==> src/rtl/shift_arb_ctrl_if.sv <==
// Bundle of request, data and serial-output signals around shift_arb_ctrl.
//   master : the producer/consumer side. It drives req, data0 and data1,
//            and watches grant, owner, busy, sout, sout_valid and done.
//   slave  : the arbiter/serializer itself.
interface shift_arb_ctrl_if #(
  parameter int WIDTH = 4
);
  logic [1:0]       req;
  logic [WIDTH-1:0] data0;
  logic [WIDTH-1:0] data1;
  logic [1:0]       grant;
  logic             owner;
  logic             busy;
  logic             sout;
  logic             sout_valid;
  logic             done;

  modport master (
    output req, data0, data1,
    input  grant, owner, busy, sout, sout_valid, done
  );

  modport slave (
    input  req, data0, data1,
    output grant, owner, busy, sout, sout_valid, done
  );
endinterface

==> src/rtl/shift_arb_ctrl.sv <==
// Round-robin arbiter and LSB-first serializer for two parallel producers.
// The winning word is captured, shifted out one bit per clock, and then an
// idle gap of GAP cycles is inserted before the next arbitration.
//   clk   : rising-edge clock
//   reset : asynchronous, active-low reset
//   bus   : slave side of shift_arb_ctrl_if
//           req/data0/data1 in; grant/owner (registered) and
//           busy/sout/sout_valid/done (decoded from state) out
module shift_arb_ctrl #(
  parameter int WIDTH = 4,
  parameter int GAP   = 1
) (
  input  logic             clk,
  input  logic             reset,
  shift_arb_ctrl_if.slave  bus
);

  localparam int BW = $clog2(WIDTH);
  localparam int GW = (GAP > 1) ? $clog2(GAP) : 1;
  localparam logic [BW-1:0] LAST_BIT = BW'(WIDTH - 1);
  localparam logic [GW-1:0] GAP_LAST = GW'(GAP - 1);

  typedef enum logic [1:0] {
    IDLE     = 2'd0,
    SHIFT    = 2'd1,
    GAP_WAIT = 2'd2
  } state_t;

  state_t           state_r;
  logic [WIDTH-1:0] shreg_r;
  logic [BW-1:0]    bitcnt_r;
  logic [GW-1:0]    gapcnt_r;
  logic             last_r;
  logic [1:0]       grant_r;
  logic             owner_r;

  logic             winner_s;
  logic             busy_s;
  logic             sout_s;
  logic             sout_valid_s;
  logic             done_s;

  // Winner selection: a lone request wins outright, a tie goes to the
  // requester that was not served last.
  always_comb begin
    winner_s = 1'b0;
    case (bus.req)
      2'b01:   winner_s = 1'b0;
      2'b10:   winner_s = 1'b1;
      2'b11:   winner_s = ~last_r;
      default: winner_s = 1'b0;
    endcase
  end

  // Sequencer: arbitration, word capture, shifting and inter-frame gap.
  always_ff @(posedge clk or negedge reset) begin
    if (!reset) begin
      state_r  <= IDLE;
      shreg_r  <= '0;
      bitcnt_r <= '0;
      gapcnt_r <= '0;
      last_r   <= 1'b1;  // makes requester 0 win the first tie
      grant_r  <= 2'b00;
      owner_r  <= 1'b0;
    end else begin
      grant_r <= 2'b00;
      case (state_r)
        IDLE: begin
          if (bus.req != 2'b00) begin
            shreg_r  <= winner_s ? bus.data1 : bus.data0;
            owner_r  <= winner_s;
            last_r   <= winner_s;
            grant_r  <= winner_s ? 2'b10 : 2'b01;
            bitcnt_r <= '0;
            state_r  <= SHIFT;
          end else begin
            state_r <= IDLE;
          end
        end
        SHIFT: begin
          shreg_r  <= {1'b0, shreg_r[WIDTH-1:1]};
          bitcnt_r <= bitcnt_r + BW'(1);
          if (bitcnt_r == LAST_BIT) begin
            if (GAP > 0) begin
              state_r  <= GAP_WAIT;
              gapcnt_r <= '0;
            end else begin
              state_r <= IDLE;
            end
          end else begin
            state_r <= SHIFT;
          end
        end
        GAP_WAIT: begin
          gapcnt_r <= gapcnt_r + GW'(1);
          if (gapcnt_r == GAP_LAST) begin
            state_r <= IDLE;
          end else begin
            state_r <= GAP_WAIT;
          end
        end
        default: begin
          state_r <= IDLE;
        end
      endcase
    end
  end

  // Status decode, taken from registers only so req/data never reach outputs.
  always_comb begin
    busy_s       = (state_r != IDLE);
    sout_valid_s = (state_r == SHIFT);
    sout_s       = sout_valid_s & shreg_r[0];
    done_s       = sout_valid_s && (bitcnt_r == LAST_BIT);
  end

  assign bus.grant      = grant_r;
  assign bus.owner      = owner_r;
  assign bus.busy       = busy_s;
  assign bus.sout       = sout_s;
  assign bus.sout_valid = sout_valid_s;
  assign bus.done       = done_s;

endmodule
==> src/flat_wrapper.sv <==
// flat-port wrapper written by rule: the top's interface ports become plain ports
module shift_arb_ctrl_flat 
#(
  parameter int WIDTH = 4,
  parameter int GAP   = 1
)
  (clk, reset, bus_req, bus_data0, bus_data1, bus_grant, bus_owner, bus_busy, bus_sout, bus_sout_valid, bus_done);
  shift_arb_ctrl_if #(.WIDTH(WIDTH)) bus_i ();
  input  logic clk;
  input  logic reset;
  input wire logic [$bits(bus_i.req)-1:0] bus_req;
  input wire logic [$bits(bus_i.data0)-1:0] bus_data0;
  input wire logic [$bits(bus_i.data1)-1:0] bus_data1;
  output wire logic [$bits(bus_i.grant)-1:0] bus_grant;
  output wire logic [$bits(bus_i.owner)-1:0] bus_owner;
  output wire logic [$bits(bus_i.busy)-1:0] bus_busy;
  output wire logic [$bits(bus_i.sout)-1:0] bus_sout;
  output wire logic [$bits(bus_i.sout_valid)-1:0] bus_sout_valid;
  output wire logic [$bits(bus_i.done)-1:0] bus_done;
  assign bus_i.req = bus_req;
  assign bus_i.data0 = bus_data0;
  assign bus_i.data1 = bus_data1;
  assign bus_grant = bus_i.grant;
  assign bus_owner = bus_i.owner;
  assign bus_busy = bus_i.busy;
  assign bus_sout = bus_i.sout;
  assign bus_sout_valid = bus_i.sout_valid;
  assign bus_done = bus_i.done;
  shift_arb_ctrl #(.WIDTH(WIDTH), .GAP(GAP)) u_core (.clk(clk), .reset(reset), .bus(bus_i));
endmodule
==> config.mk <==
export PLATFORM = sky130hd
export DESIGN_NAME = shift_arb_ctrl_flat
export DESIGN_NICKNAME = d
export VERILOG_FILES = /design/src/rtl/shift_arb_ctrl_if.sv /design/src/rtl/shift_arb_ctrl.sv /design/src/flat_wrapper.sv
export SDC_FILE = /design/constraint.sdc
export NUM_CORES = 1
export LEC_CHECK = 0
export ABC_CLOCK_PERIOD_IN_PS = 1800
export CAP_MARGIN = 15
export CORE_UTILIZATION = 40
export DETAILED_ROUTE_END_ITERATION = 8
export PLACE_DENSITY = 0.7
export SKIP_CTS_REPAIR_TIMING = 1
export SLEW_MARGIN = 20
export SYNTH_ARGS = -nofsm -noshare
export SYNTH_HDL_FRONTEND = slang
export SYNTH_SLANG_ARGS = --single-unit
export TNS_END_PERCENT = 10
==> constraint.sdc <==
create_clock -name clk -period 1.8 [get_ports clk]
set_clock_uncertainty 0.1 [all_clocks]
set_input_delay 0.18 -clock clk [delete_from_list [all_inputs] [get_ports clk]]
set_output_delay 0.18 -clock clk [all_outputs]
set_load 0.01 [all_outputs]
Word-level counts from Yosys, hierarchy flattened
Cells that the tools add are included.

$mul: 0. Reductions and logical operators: 9. $lt $le $gt $ge: 0. Add/sub/neg operators: 2. Shift operators: 0. Divide/modulo/power cells: 0. Equal/unequal tests: 7. Mux-type cells: 15. Bitwise operators: 2.

Operator list (count): two-way mux 2 bit (6); == test 2 bit (second input constant) (4); two-way mux 4 bit (2); one-hot mux 4 bit (2 select lines) (1); nonzero test 2 bit (4); one-hot mux 2 bit (3 select lines) (1); AND reduction 2 bit (3); inequality test 2 x 1 -> 1 bit (second input constant) (2); one-hot mux 1 bit (2 select lines) (2); one-hot mux 2 bit (2 select lines) (1); adder 2 x 1 -> 2 bit (second input constant) (1); == test 2 x 1 -> 1 bit (second input constant) (1); logical NOT 2 bit (1); two-way mux 1 bit (2); adder 1 bit (second input constant) (1); AND 1 bit (1); logical AND 1 bit (1); inverter 1 bit (1).

Bits in latches: 0. ROM bits: 0. Memories: 0. RAM bits: 0. Input bits: 12. Bits in registers: 13.

Depth between registers and ports, before layout
Depth after elaboration: 5. Gate-level depth with buffers: 4.

Least setup slack after synthesis
No wires, ideal clock.

Kind: register -> register. Start: register u_core.state_r[0]. End: register u_core.bitcnt_r[1]. Required time: 1580 ps. Path buffers: 0. Arrival: 976 ps. Path slack: 604 ps. Period minus slack after synthesis: 1196 ps. Cell stages (with the launch flop): 4. Path through: dfrtp_1 -> nor2_2 -> o21ai_2 -> a31o_1.

Longest elaborated chain between the ends: 3.

Ends and longest elaborated chain: from (decl) (line shift_arb_ctrl.sv:29) `state_t state_r;`; from (signal assigned) (line shift_arb_ctrl.sv:58) `state_r <= IDLE;`; from (signal assigned) (line shift_arb_ctrl.sv:75) `state_r <= SHIFT;`; from (signal assigned) (line shift_arb_ctrl.sv:77) `state_r <= IDLE;`; logical NOT 2 bit / == test 2 x 1 -> 1 bit (equally long branches) (line shift_arb_ctrl.sv:67) `case (state_r)`; inequality test 2 x 1 -> 1 bit (no line) / nonzero test 2 bit (equally long branches); AND reduction 2 bit (no line); to (signal assigned) (line shift_arb_ctrl.sv:82) `bitcnt_r <= bitcnt_r + BW'(1);`; to (decl) (line shift_arb_ctrl.sv:31) `logic [BW-1:0] bitcnt_r;`.

Several ways; a longest one is shown, not always the timed one. A chain may end at the register's enable or synchronous reset.

Worst setup path in the final report
Start: register u_core.state_r[1]. End: output bus_sout_valid.

Longest elaborated chain between the ends: 1.

Ends and longest elaborated chain: == test 2 x 1 -> 1 bit (line shift_arb_ctrl.sv:112) `sout_valid_s = (state_r == SHIFT);`; to (decl) (line flat_wrapper.sv:18) `output wire logic [$bits(bus_i.sout_valid)-1:0] bus_sout_valid;`.

No other way between the ends.

==> flow_metrics.env <==
export IMPL_fp_dieH_um=41.0
export IMPL_fin_nets=92
export IMPL_cts_sinks=13
export IMPL_ys_ff_latch=13
export IMPL_wl_per_cell_um=12.4
export IMPL_grt_met3_usage=0.0489
export IMPL_slew_violations=0
export IMPL_cp_end_kind="output port"
export IMPL_syn_num_nets=68
export IMPL_period_share=0.965
export IMPL_h_tree_depth=1
export IMPL_placed_cells=89
export IMPL_drive_above_1_share=0.167
export IMPL_met2_usage=0.219
export IMPL_die_w_um=41.0
export IMPL_diodes=0
export IMPL_wirelength_mm=1.15
export IMPL_path_clk_slew_ns=0.08
export IMPL_synth_cells=55
export IMPL_maxCapViolations=0
export IMPL_grt_max_degree=14
export IMPL_power_density_nw_per_um2=1530
export IMPL_crit_end="bus_sout_valid"
export IMPL_antenna_left=0
export IMPL_synth_largest_area_cell="dfrtp_1"
export IMPL_final_cell_count_no_fill=93
export IMPL_cts_made_buffers=3
export IMPL_async_reset_ff_frac=1.00
export IMPL_worst_pin_slew_ns=0.572
export IMPL_coreArea_um2=1370
export IMPL_grt_use_met1=0.200
export IMPL_path_class="register to output port"
export IMPL_antenna_found_initial=0
export IMPL_slowest_stage="clkdlybuf4s50_1"
export IMPL_num_vias=482
export IMPL_hold_viol_final=0
export IMPL_grt_pass1_wl_mm=1.57
export IMPL_insertion_delay_ns=0.27
export IMPL_ys_seq_area_frac=0.536
export IMPL_drtIter0Drc=17
export IMPL_rsz0062_at_grt="yes"
export IMPL_irDropWorstVdd_mv=0.823
export IMPL_fillerInstances=120
export IMPL_io_buffers=18
export IMPL_start_kind="register"
export IMPL_yosysWarnings=0
export IMPL_cts_root_buf="clkbuf_4"
export IMPL_via_per_inst=5.18
export IMPL_hpwl_um=821
export IMPL_syn_avg_cell_area_um2=11.1
export IMPL_synthTopCellsByArea="dfrtp_1 49%, mux2i_1 8.2%, o21ai_0 6.6%"
export IMPL_period_needed_ns=1.74
export IMPL_netlist_area_um2=609
export IMPL_synth_common_cells="12 x dfrtp_1, 8 x o21ai_0, 5 x mux2i_1, 5 x nand2_1, 3 x o211ai_1"
export IMPL_p_leak_uw=0.000401
export IMPL_yosysMostFrequentCell="dfrtp_1"
export IMPL_row_count=13
export IMPL_synth_top_area_share=0.493
export IMPL_grtUsageTotal=0.148
export IMPL_cp_startpoint="u_core.state_r[1]"
export IMPL_start_util=0.446
export IMPL_dieArea_um2=1680
export IMPL_first_pass_iters=4
export IMPL_r2r_start="u_core.state_r[0]"
export IMPL_grt_pass1_vias=371
export IMPL_cp_max_fo=7
export IMPL_outcome="finished, final reports clean"
export IMPL_grt_overflow_total=0
export IMPL_area_growth_pct=40.0
export IMPL_place_gp_congestion=0.730
export IMPL_cts_tree="built"
export IMPL_cts_buffer_depth=2
export IMPL_path_cells="nand2b_4 -> inv_4 -> clkdlybuf4s50_1"
export IMPL_route_detailed_drc=0
export IMPL_fmax_mhz=576
export IMPL_cp_arrival_ns=1.46
export IMPL_reg2reg_depth=3
export IMPL_synth_ff_type="dfrtp_1"
export IMPL_timing_rr_end="u_core.shreg_r[0]"
export IMPL_r2r_slack_ns=0.49
export IMPL_slew_headroom=0.617
export IMPL_max_stage_delay_ns=0.54
export IMPL_whs_ns=0.172
export IMPL_crit_required_ns=1.52
export IMPL_synth_edf_count=0
export IMPL_setup_viol=0
export IMPL_num_io_pins=19
export IMPL_synth_distinct_cells=23
export IMPL_hp_class="primary input to asynchronous set/reset pin"
export IMPL_gr_max_usage_layer="met2"
-- worst min-delay path by stage --
| stage | slack [ns] | cells past startpoint | endpoint |
|---|---|---|---|
| floorplan | -0.22 | 0 | u_core.bitcnt_r[0] |
| global placement | 0.36 | 1 | u_core.bus.owner |
| detailed placement | 0.37 | 1 | u_core.bus.owner |
| CTS | 0.20 | 1 | u_core.bus.grant[1] |
| global route | 0.22 | 1 | u_core.bus.grant[0] |
| finish | 0.17 | 1 | u_core.gapcnt_r |
-- state kept, by name, indices dropped and copies added (netlist names) --
signal,flops
u_core.bitcnt_r,2
u_core.bus.grant,2
u_core.bus.owner,1
u_core.gapcnt_r,1
u_core.last_r,1
u_core.shreg_r,4
u_core.state_r,2
-- per-layer routing --
metal | up-vias | part of all wire
li1 | 242 | -
met1 | 219 | 0.50
met2 | 21 | 0.41
met3 | 0 | 0.081
met4 | 0 | 0
met5 | - | 0
-- per-stage QoR --
stage	util	area [um2]	power [uW]	setup TNS (ns)	setup WS, ns
finish	0.625	853	1300	0	0.0627
global route	0.625	853	1400	0	0.00238
CTS	0.616	842	1300	-0.0815	-0.0815
detailed placement	0.597	816	1130	0	0.147
global placement	0.597	816	1120	0	0.171
floorplan	-	609	872	0	0.604
-- critical path: cells and delay by family (launching register included) --
kind / cells / cell delay, ns
simple gates: 1 / 0.18
buf+inv: 2 / 0.62
flops: 1 / 0.38
-- layout make-up --
class	count	area, um2	area share
clock buffer	4	26.3	0.0308
tap	15	18.8	0.0220
timing repair buffer	19	193	0.226
sequential	13	328	0.384
multi-input combinational	39	274	0.321
inverter	3	13.8	0.0161
-- report_power, final --
part           switching, uW  total, uW  internal, uW
logic                    286        606           320
registers               88.7        517           429
clock network           93.7        179          85.6
total                    468       1300           834
-- kinds of logic after synthesis --
kind of cell | synth area share
buffers and inverters | 0.0226
and+or+nand+nor | 0.127
DFF | 0.536
muxes | 0.0821
AOI/OAI and AO/OA | 0.212
adders and majority gates | 0.0205
-- placed cells by master (no fill, tap or decap), drive strengths merged --
cell type	netlist	final
buf	0	1
dlymetal6s2s	0	2
o22ai	1	1
a21oi	2	2
and2	3	3
or2	1	1
o211ai	3	3
nand2b	1	1
clkbuf	0	4
a31o	1	1
ha	1	1
mux2i	5	5
inv	3	3
nor2	3	3
dfrtp	12	12
nor3	1	1
nand2	5	5
clkdlybuf4s50	0	16
dfstp	1	1
a21boi	1	1
a31oi	1	1
a21o	1	1
o21ai	9	9
Note: power is estimated with default switching activity, not from simulation.
